==> src/rtl/ibex_register_file_mp.sv <==
// Flip-flop RISC-V register file: N combinational read ports, ALU (A) and load (B) write ports,
// per-register load-pending scoreboard and a one-register-per-cycle clear engine.
module ibex_register_file_mp #(
    parameter bit          RV32E        = 1'b0,
    parameter int unsigned DataWidth    = 32,
    parameter int unsigned NumReadPorts = 2,
    parameter bit          WriteForward = 1'b1
) (
    input  logic                              clk_i,
    input  logic                              rst_ni,
    input  logic [NumReadPorts*5-1:0]         raddr_i,
    output logic [NumReadPorts*DataWidth-1:0] rdata_o,
    output logic [NumReadPorts-1:0]           rbusy_o,
    input  logic [4:0]                        waddr_a_i,
    input  logic [DataWidth-1:0]              wdata_a_i,
    input  logic                              we_a_i,
    input  logic [4:0]                        waddr_b_i,
    input  logic [DataWidth-1:0]              wdata_b_i,
    input  logic                              we_b_i,
    input  logic                              pend_set_i,
    input  logic [4:0]                        pend_addr_i,
    input  logic                              clear_req_i,
    output logic                              clear_busy_o
);

    localparam int unsigned AddrWidth = RV32E ? 4 : 5;
    localparam int unsigned NumWords  = 2 ** AddrWidth;

    typedef enum logic {
        ClrIdle,
        ClrActive
    } clr_state_e;

    clr_state_e                         state_q;
    logic [AddrWidth-1:0]               clr_idx_q;
    logic                               clr_busy_q;
    logic [NumWords-1:0][DataWidth-1:0] rf_q, rf_d;
    logic [NumWords-1:0]                pend_q, pend_d;

    logic                 idle, clr_start;
    logic                 we_a, we_b, wr_b, pend_set;
    logic [AddrWidth-1:0] wa, wb, pa;

    // x0 is hardwired; under RV32E the upper half of the address space does not exist.
    function automatic logic addr_valid(input logic [4:0] addr);
        addr_valid = (addr != 5'd0) && (!RV32E || !addr[4]);
    endfunction

    assign idle      = (state_q == ClrIdle);
    assign clr_start = idle && clear_req_i;

    assign wa = waddr_a_i[AddrWidth-1:0];
    assign wb = waddr_b_i[AddrWidth-1:0];
    assign pa = pend_addr_i[AddrWidth-1:0];

    assign we_a     = idle && we_a_i && addr_valid(waddr_a_i);
    assign we_b     = idle && we_b_i && addr_valid(waddr_b_i);
    assign pend_set = idle && pend_set_i && addr_valid(pend_addr_i);
    // Port A carries the younger instruction, so it shadows a load writeback to the same register.
    assign wr_b     = we_b && !(we_a && (wa == wb));

    // NOTE: combinational blocks use blocking '=' and assign every output a default first, so the
    // later, higher-priority assignments override cleanly and no latch is inferred.
    always_comb begin
        rf_d = rf_q;
        if (!idle) begin
            rf_d[clr_idx_q] = '0;
        end else begin
            if (wr_b) rf_d[wb] = wdata_b_i;
            if (we_a) rf_d[wa] = wdata_a_i;
        end
        rf_d[0] = '0;
    end

    always_comb begin
        pend_d = pend_q;
        if (clr_start) begin
            pend_d = '0;
        end else begin
            if (we_b)     pend_d[wb] = 1'b0;
            if (pend_set) pend_d[pa] = 1'b1;
        end
        pend_d[0] = 1'b0;
    end

    // NOTE: the storage is plain flip-flops rather than an SRAM macro, so it can and must be
    // reset; sequential state is updated with non-blocking '<=' only.
    always_ff @(posedge clk_i or negedge rst_ni) begin
        if (!rst_ni) begin
            rf_q   <= '0;
            pend_q <= '0;
        end else begin
            rf_q   <= rf_d;
            pend_q <= pend_d;
        end
    end

    always_ff @(posedge clk_i or negedge rst_ni) begin
        if (!rst_ni) begin
            state_q    <= ClrIdle;
            clr_idx_q  <= '0;
            clr_busy_q <= 1'b0;
        end else begin
            case (state_q)
                ClrIdle: begin
                    if (clear_req_i) begin
                        state_q    <= ClrActive;
                        clr_idx_q  <= AddrWidth'(1);
                        clr_busy_q <= 1'b1;
                    end
                end
                ClrActive: begin
                    if (clr_idx_q == AddrWidth'(NumWords - 1)) begin
                        state_q    <= ClrIdle;
                        clr_busy_q <= 1'b0;
                    end else begin
                        clr_idx_q <= clr_idx_q + AddrWidth'(1);
                    end
                end
                default: begin
                    state_q    <= ClrIdle;
                    clr_busy_q <= 1'b0;
                end
            endcase
        end
    end

    assign clear_busy_o = clr_busy_q;

    for (genvar p = 0; p < NumReadPorts; p++) begin : g_rd
        logic [4:0]           ra;
        logic [AddrWidth-1:0] ri;
        logic [DataWidth-1:0] data;
        logic                 busy;

        assign ra = raddr_i[5*p +: 5];
        assign ri = ra[AddrWidth-1:0];

        always_comb begin
            data = '0;
            busy = 1'b0;
            if (addr_valid(ra)) begin
                data = rf_q[ri];
                busy = pend_q[ri];
                if (WriteForward) begin
                    if (we_a && (wa == ri))      data = wdata_a_i;
                    else if (wr_b && (wb == ri)) data = wdata_b_i;
                    if (we_b && (wb == ri))      busy = 1'b0;
                end
            end
        end

        assign rdata_o[DataWidth*p +: DataWidth] = data;
        assign rbusy_o[p]                        = busy;
    end

endmodule

==> config.mk <==
export PLATFORM = sky130hd
export DESIGN_NAME = ibex_register_file_mp
export DESIGN_NICKNAME = d
export VERILOG_FILES = /design/src/rtl/ibex_register_file_mp.sv
export SDC_FILE = /design/constraint.sdc
export NUM_CORES = 2
export LEC_CHECK = 0
export BUFFER_PORTS_ARGS = -buffer_cell sky130_fd_sc_hd__buf_2
export CAP_MARGIN = 5
export CORE_AREA = 2 2 449 495
export CTS_CLUSTER_DIAMETER = 60
export DETAILED_ROUTE_END_ITERATION = 7
export DIE_AREA = 0 0 451 497
export MAX_ROUTING_LAYER = met4
export PLACE_DENSITY_LB_ADDON = 0.3
export SLEW_MARGIN = 30
export SYNTH_ARGS = -nofsm -noshare
export SYNTH_HDL_FRONTEND = slang
export SYNTH_SLANG_ARGS = --single-unit
export TNS_END_PERCENT = 1
==> constraint.sdc <==
create_clock -name clk_i -period 4 [get_ports clk_i]
set_clock_uncertainty 0.2 [all_clocks]
set_input_delay 0.4 -clock clk_i [delete_from_list [all_inputs] [get_ports clk_i]]
set_output_delay 0.4 -clock clk_i [all_outputs]
set_load 0.01 [all_outputs]
# == Yosys cells after proc, flatten, opt, wreduce, memory -nomap -nowiden ==
# Cells that the tools add are included.
# W data, S select, Z words.
# word_totals
regBits,1030
input_bits,95
out_inout_bits,67
# op_classes
n_addsub,1
n_lt_le_gt_ge,10
eq_ne,9
muxes,47
bitwise_logic,6
reduce_logical,27
# op_table
cell,count
$mux W1024,4
$bwmux W1024,2
$and A1024 B1024 Y1024,1
$not A1024 Y1024,1
$demux W32 S5,3
$mux W32,15
$bmux W32 S5,2
$lt A5 B6 Y1 const B,6
$and A32 B32 Y32,1
$not A32 Y32,1
$or A32 B32 Y32,1
$eq A5 B5 Y1,5
$reduce_bool A5 Y1,5
$ge A5 B1 Y1 const B,4
$logic_and A1 B1 Y1,19
$mux W1,12
$bmux W1 S5,2
$demux W1 S5,2
$mux W5,2
$pmux W5 S2,1
$add A5 B1 Y5 const B,1
$eq A5 B5 Y1 const B,1
$ne A2 B2 Y1 const B,2
$pmux W1 S2,2
4 further kinds,5

# == Logic depth before layout (Yosys ltp) ==
# logic_depth
depth_word,11
ltp_mapped,10
mapped_depth_nobuf,9

# == Worst setup path before layout ==
# OpenSTA, ideal clock, no wires.
# synth_timing
path_type,input-to-output
startpoint,in waddr_b_i[1]
endpoint,out rdata_o[14]
arrival_ns,2.605
required_ns,3.400
setup_slack_ns,0.795
stages,9
path_cell_list,clkbuf_1 xor2_1 a2111oi_4 buf_2 buf_2 and2_1 buf_2 o21ai_1 o31ai_1
# synth_between
elab_chain_len,8
elab_cells_between_ends,11
cone_classes,eq/ne (2); mux (3); reduce/logical (6)
# synth_rtl
element,line,text
"start, declared",17,"input logic [4:0] waddr_b_i,"
$eq A5 B5 Y1,60,assign wr_b = we_b && !(we_a && (wa == wb));
$logic_and A1 B1 Y1,60,
$logic_not A1 Y1,60,
$logic_and A1 B1 Y1,60,
$logic_and A1 B1 Y1 *,147,else if (wr_b && (wb == ri)) data = wdata_b_i;
$mux W32 *,147,
$mux W32 *,146,if (we_a && (wa == ri)) data = wdata_a_i;
$mux W32 *,142,if (addr_valid(ra)) begin
"end, declared",12,"output logic [NumReadPorts*DataWidth-1:0] rdata_o,"
# Every way passes the cells marked *; elsewhere a longest branch is shown, timed or not.

# == Worst setup path after layout ==
# layout_timing
startpoint,reg state_q
endpoint,out rdata_o[44]
# layout_between
elab_chain_len,10
elab_cells_between_ends,13
cone_classes,mux (3); bitwise (1); reduce/logical (9)
# layout_rtl
element,line,text
"start, declared",34,clr_state_e state_q;
"start signal, assigned",100,state_q <= ClrIdle;
"start signal, assigned",107,state_q <= ClrActive;
"start signal, assigned",114,state_q <= ClrIdle;
$not A1 Y1 *,n/a,
$logic_and A1 B1 Y1 (2 in series),56,assign we_a = idle && we_a_i && addr_valid(waddr_a_i);
$logic_and A1 B1 Y1,60,
$logic_not A1 Y1,60,
$logic_and A1 B1 Y1,60,
$logic_and A1 B1 Y1,147,
$mux W32,147,
$mux W32 *,146,
$mux W32 *,142,
# Marks and branches as above.

==> results.md <==
* Initial antenna violation count at 41
* Fill cells at 21.46k
* Synth cell types at 70
* Ys flop type: dfrtp_1
* Synth Area in Simple Gates at 9.178%
* Crit path max fanout at 6
* Failing checks: setup timing
* Clk pwr share at 34.4%
* Syn Std Cell Area at 0.06539 mm^2
* Post-Synth Adder-Cell Area at 0.09567%
* CTS sink cnt at 1,030
* Most frequent cells in the layout: dfrtp_1, nor2_1, a221o_1
* Drt via density at 7.045
* Post-synth EDFFs at 0
* YS warnings at 0
* Root buf cell: clkbuf_16
* Main combinational cell family by area after synthesis: compound AO/OA/AOI/OAI gates
* Hold Fails Final Rpt at 0
* DP Cell Count at 9,153
* Unrepaired setup endpoints after global routing: true
* Post-DP HPWL at 246,400 um
* Fmax achieved at 244.9 MHz
* Sw Ratio at 38.81%
* Final Non-Filler Cells at 9,499
* Worst Setup EP: rdata_o[44]
* Pwr/cell area at 493.1 mW/mm^2
* CTS HTree Levels at 4
* Area of all placed cells without fillers at 0.07828 mm^2
* Max IR drop VDD at 0.5034 mV
* Hold Crit Class: input pin to asynchronous set/reset pin
* Pleak at 31.03 nW
* Period Utilization, post-route at 102.1%
* Met1 Use GR at 41.41%
* Grt ovf at 0
* Drt drc at 0
* Vias in the first global route at 63.95k
* Final Power at 38.60 mW
* Commonest non-fill, non-tap cell in the layout: dfrtp_1
* Int Pwr at 23.62 mW
* Status: complete, but fails checks
* Critical path endpoint category: output port
* Final WS setup at -82.82 ps
* Avg Inst Size Synth at 10.19 um^2
* # nets final at 6,536
* Endpoints failing setup at 5
* Reg power frac at 33.4%
* R2r setup slk at 440 ps
* Post-DP Area at 0.07263 mm^2
* Worst Setup SP: state_q
* TritonCTS clock tree: built
* Core ar. at 0.2187 mm^2
* Layout cells sized above 1 at 25.21%
* Routed WL per cell at 41.55 um
* Grt met2 use at 46.52%
* Placement row count at 180
* Crit path time final at 4083 ps
* Cell count after synthesis at 6,420
* Post-synthesis async set-or-reset flop share at 100.0%
* Clk_lat worst skew at 820 ps
* Total CTS buffers at 138
* Compound-Gate Fraction of Synth Area at 27.85%
* CP arrival at 3480 ps
* Net Count, Synth at 6,520
* Maximum buffer depth of the clock tree at 3
* CTS clk-pin slew, worst paths at 60 ps
* CP required at 3400 ps
* Multiplexer area fraction after synthesis at 17.13%
* Synth Area in XOR/XNOR at 0.3348%
* First-pass GRT wire length at 536,300 um
* Final setup TNS at -212.0 ps
* Layout Area Growth over Synthesis at 19.70%
* Post-route ant nets at 0
* Comb power frac at 32.2%
* Fin. max-slew vios at 0
* Register area share after synthesis at 39.41%
* Pin count of the biggest net entering global routing at 106
* Die W at 451 um
* Die H at 497 um
* Number of synthesized register bits at 1,030
* Reg-to-Reg End: rf_q[1011]
* Final core utilization at 35.79%
* Post-Route WL at 394,700 um
* Slew headroom at 19.30%
* 1st-iter DRT viols at 11.71k
* Die area at 0.2241 mm^2
* Gpl congestion at 1.034
* Critical path class: register to output port
* Number of max-cap violations at 0
* Reg2reg start: state_q
* M3 GR Usage at 14.21%
* Buffers on Ports at 161
* GR peak layer: met2
* Crit path launch type: register
* Vias at 66.92k
* Tightest Pin Transition at 1211 ps
* Overall Global Routing Usage at 34.94%
* Number of I/O pins at 162
* Net switching power figure at 14.98 mW
* Starting Density at 29.90%
* R2R depth at 6
* Pre-antenna DRT Iters at 8
## critical path, cell delays in order (launching register included)
cell and delay, ps:
dfrtp_4 540, nor2b_1 220, o31a_1 300, and4_4 400, buf_4 270, buf_4 200
a32oi_1 250, o31ai_4 240, buf_2 240
## final cells by class
cell class | instances | area (um^2) | share of cell area [%]
tap | 2912 | 3643 | 4.655
multi-input combinational | 4377 | 36740 | 46.93
sequential | 1030 | 25780 | 32.93
clock inverter | 57 | 765.7 | 0.9783
inverter | 143 | 536.8 | 0.6857
clock buffer | 192 | 3969 | 5.070
antenna | 42 | 105.1 | 0.1343
timing repair buffer | 746 | 6739 | 8.609
## how the worst min path moves through the flow
stage	startpoint	depth (start not counted)	to	slack (ps)
after floorplan	rst_ni	0	clear_busy_o	-100
after global placement	rf_q[413]	1	rf_q[413]	290
after detailed placement	rf_q[516]	1	rf_q[516]	300
after CTS	wdata_b_i[4]	4	rf_q[516]	0.6
after global routing	wdata_a_i[12]	3	rf_q[780]	6
final	rst_ni	2	rf_q[292]	8
## metal layers
layer / part of all wire, % / wire length, um
met4: 9.1 / 35790
met2: 41 / 160700
met1: 36 / 141900
met5: 0 / 0
met3: 14 / 56260
## flip-flops by register name (all words and copies together) (netlist names)
signal        cells
state_q           1
clr_idx_q         5
rf_q            992
clear_busy_o      1
pend_q           31
## Yosys cell counts, types with 72 or more instances
master,n,area [um^2]
nor2b_1,121,757.0
o21bai_1,185,1389
mux2i_1,94,940.9
a32oi_1,111,972.2
mux2_2,239,2691
o21ai_1,114,570.6
inv_1,143,536.8
clkbuf_1,704,2643
dfrtp_1,1030,25770
o2bb2ai_1,194,1699
a221o_1,679,6797
o21ai_0,302,1511
o22ai_1,118,738.2
mux4_2,336,7567
nor2_1,748,2808
a21oi_1,283,1416
nand2_1,126,473.0
buf_1,72,270.3
nor3_1,128,640.6
buf_2,89,445.4
## power groups by stage
stage / combinational (mW) / sequential [mW] / clock [mW]
6_report: 12.4 / 12.9 / 13.3
2_1_floorplan: 6.42 / 12.5 / 0
3_5_place_dp: 11.7 / 13.0 / 0
5_1_grt: 12.5 / 13.0 / 13.7
4_1_cts: 11.8 / 12.8 / 13.2
3_3_place_gp: 11.5 / 12.9 / 0
## kinds of logic (layout without fill, tap and decap cells)
| logic type | count (synthesis) | after routing |
|---|---|---|
| AO/OA/AOI/OAI | 2353 | 2353 |
| buffers and inverters | 1013 | 1138 |
| flip-flops | 1030 | 1030 |
| AND/OR/NAND/NOR | 1325 | 1325 |
| other | 0 | 42 |
| adder cells (fa/ha/maj) | 5 | 5 |
| XOR/XNOR | 25 | 25 |
| multiplexers | 669 | 669 |
## per-stage QoR
step,worst slack (ps),hold slack (ps)
final,-82.82,7.872
after detailed placement,-64.84,295.6
after floorplan,795.1,-95.59
after CTS,-77.28,0.5765
after global placement,-162.5,289.3
after global routing,-68.78,5.702
## what timing repair did
action / CTS / global route
pin swaps: 4 / 3
hold buffers: 51 / 0
endpoints found under the setup margin: 51 / 46
endpoints found under the hold margin: 258 / 0
setup buffers: 3 / 0
resized for setup: 25 / 24
Note: power is estimated with default switching activity, not from simulation.
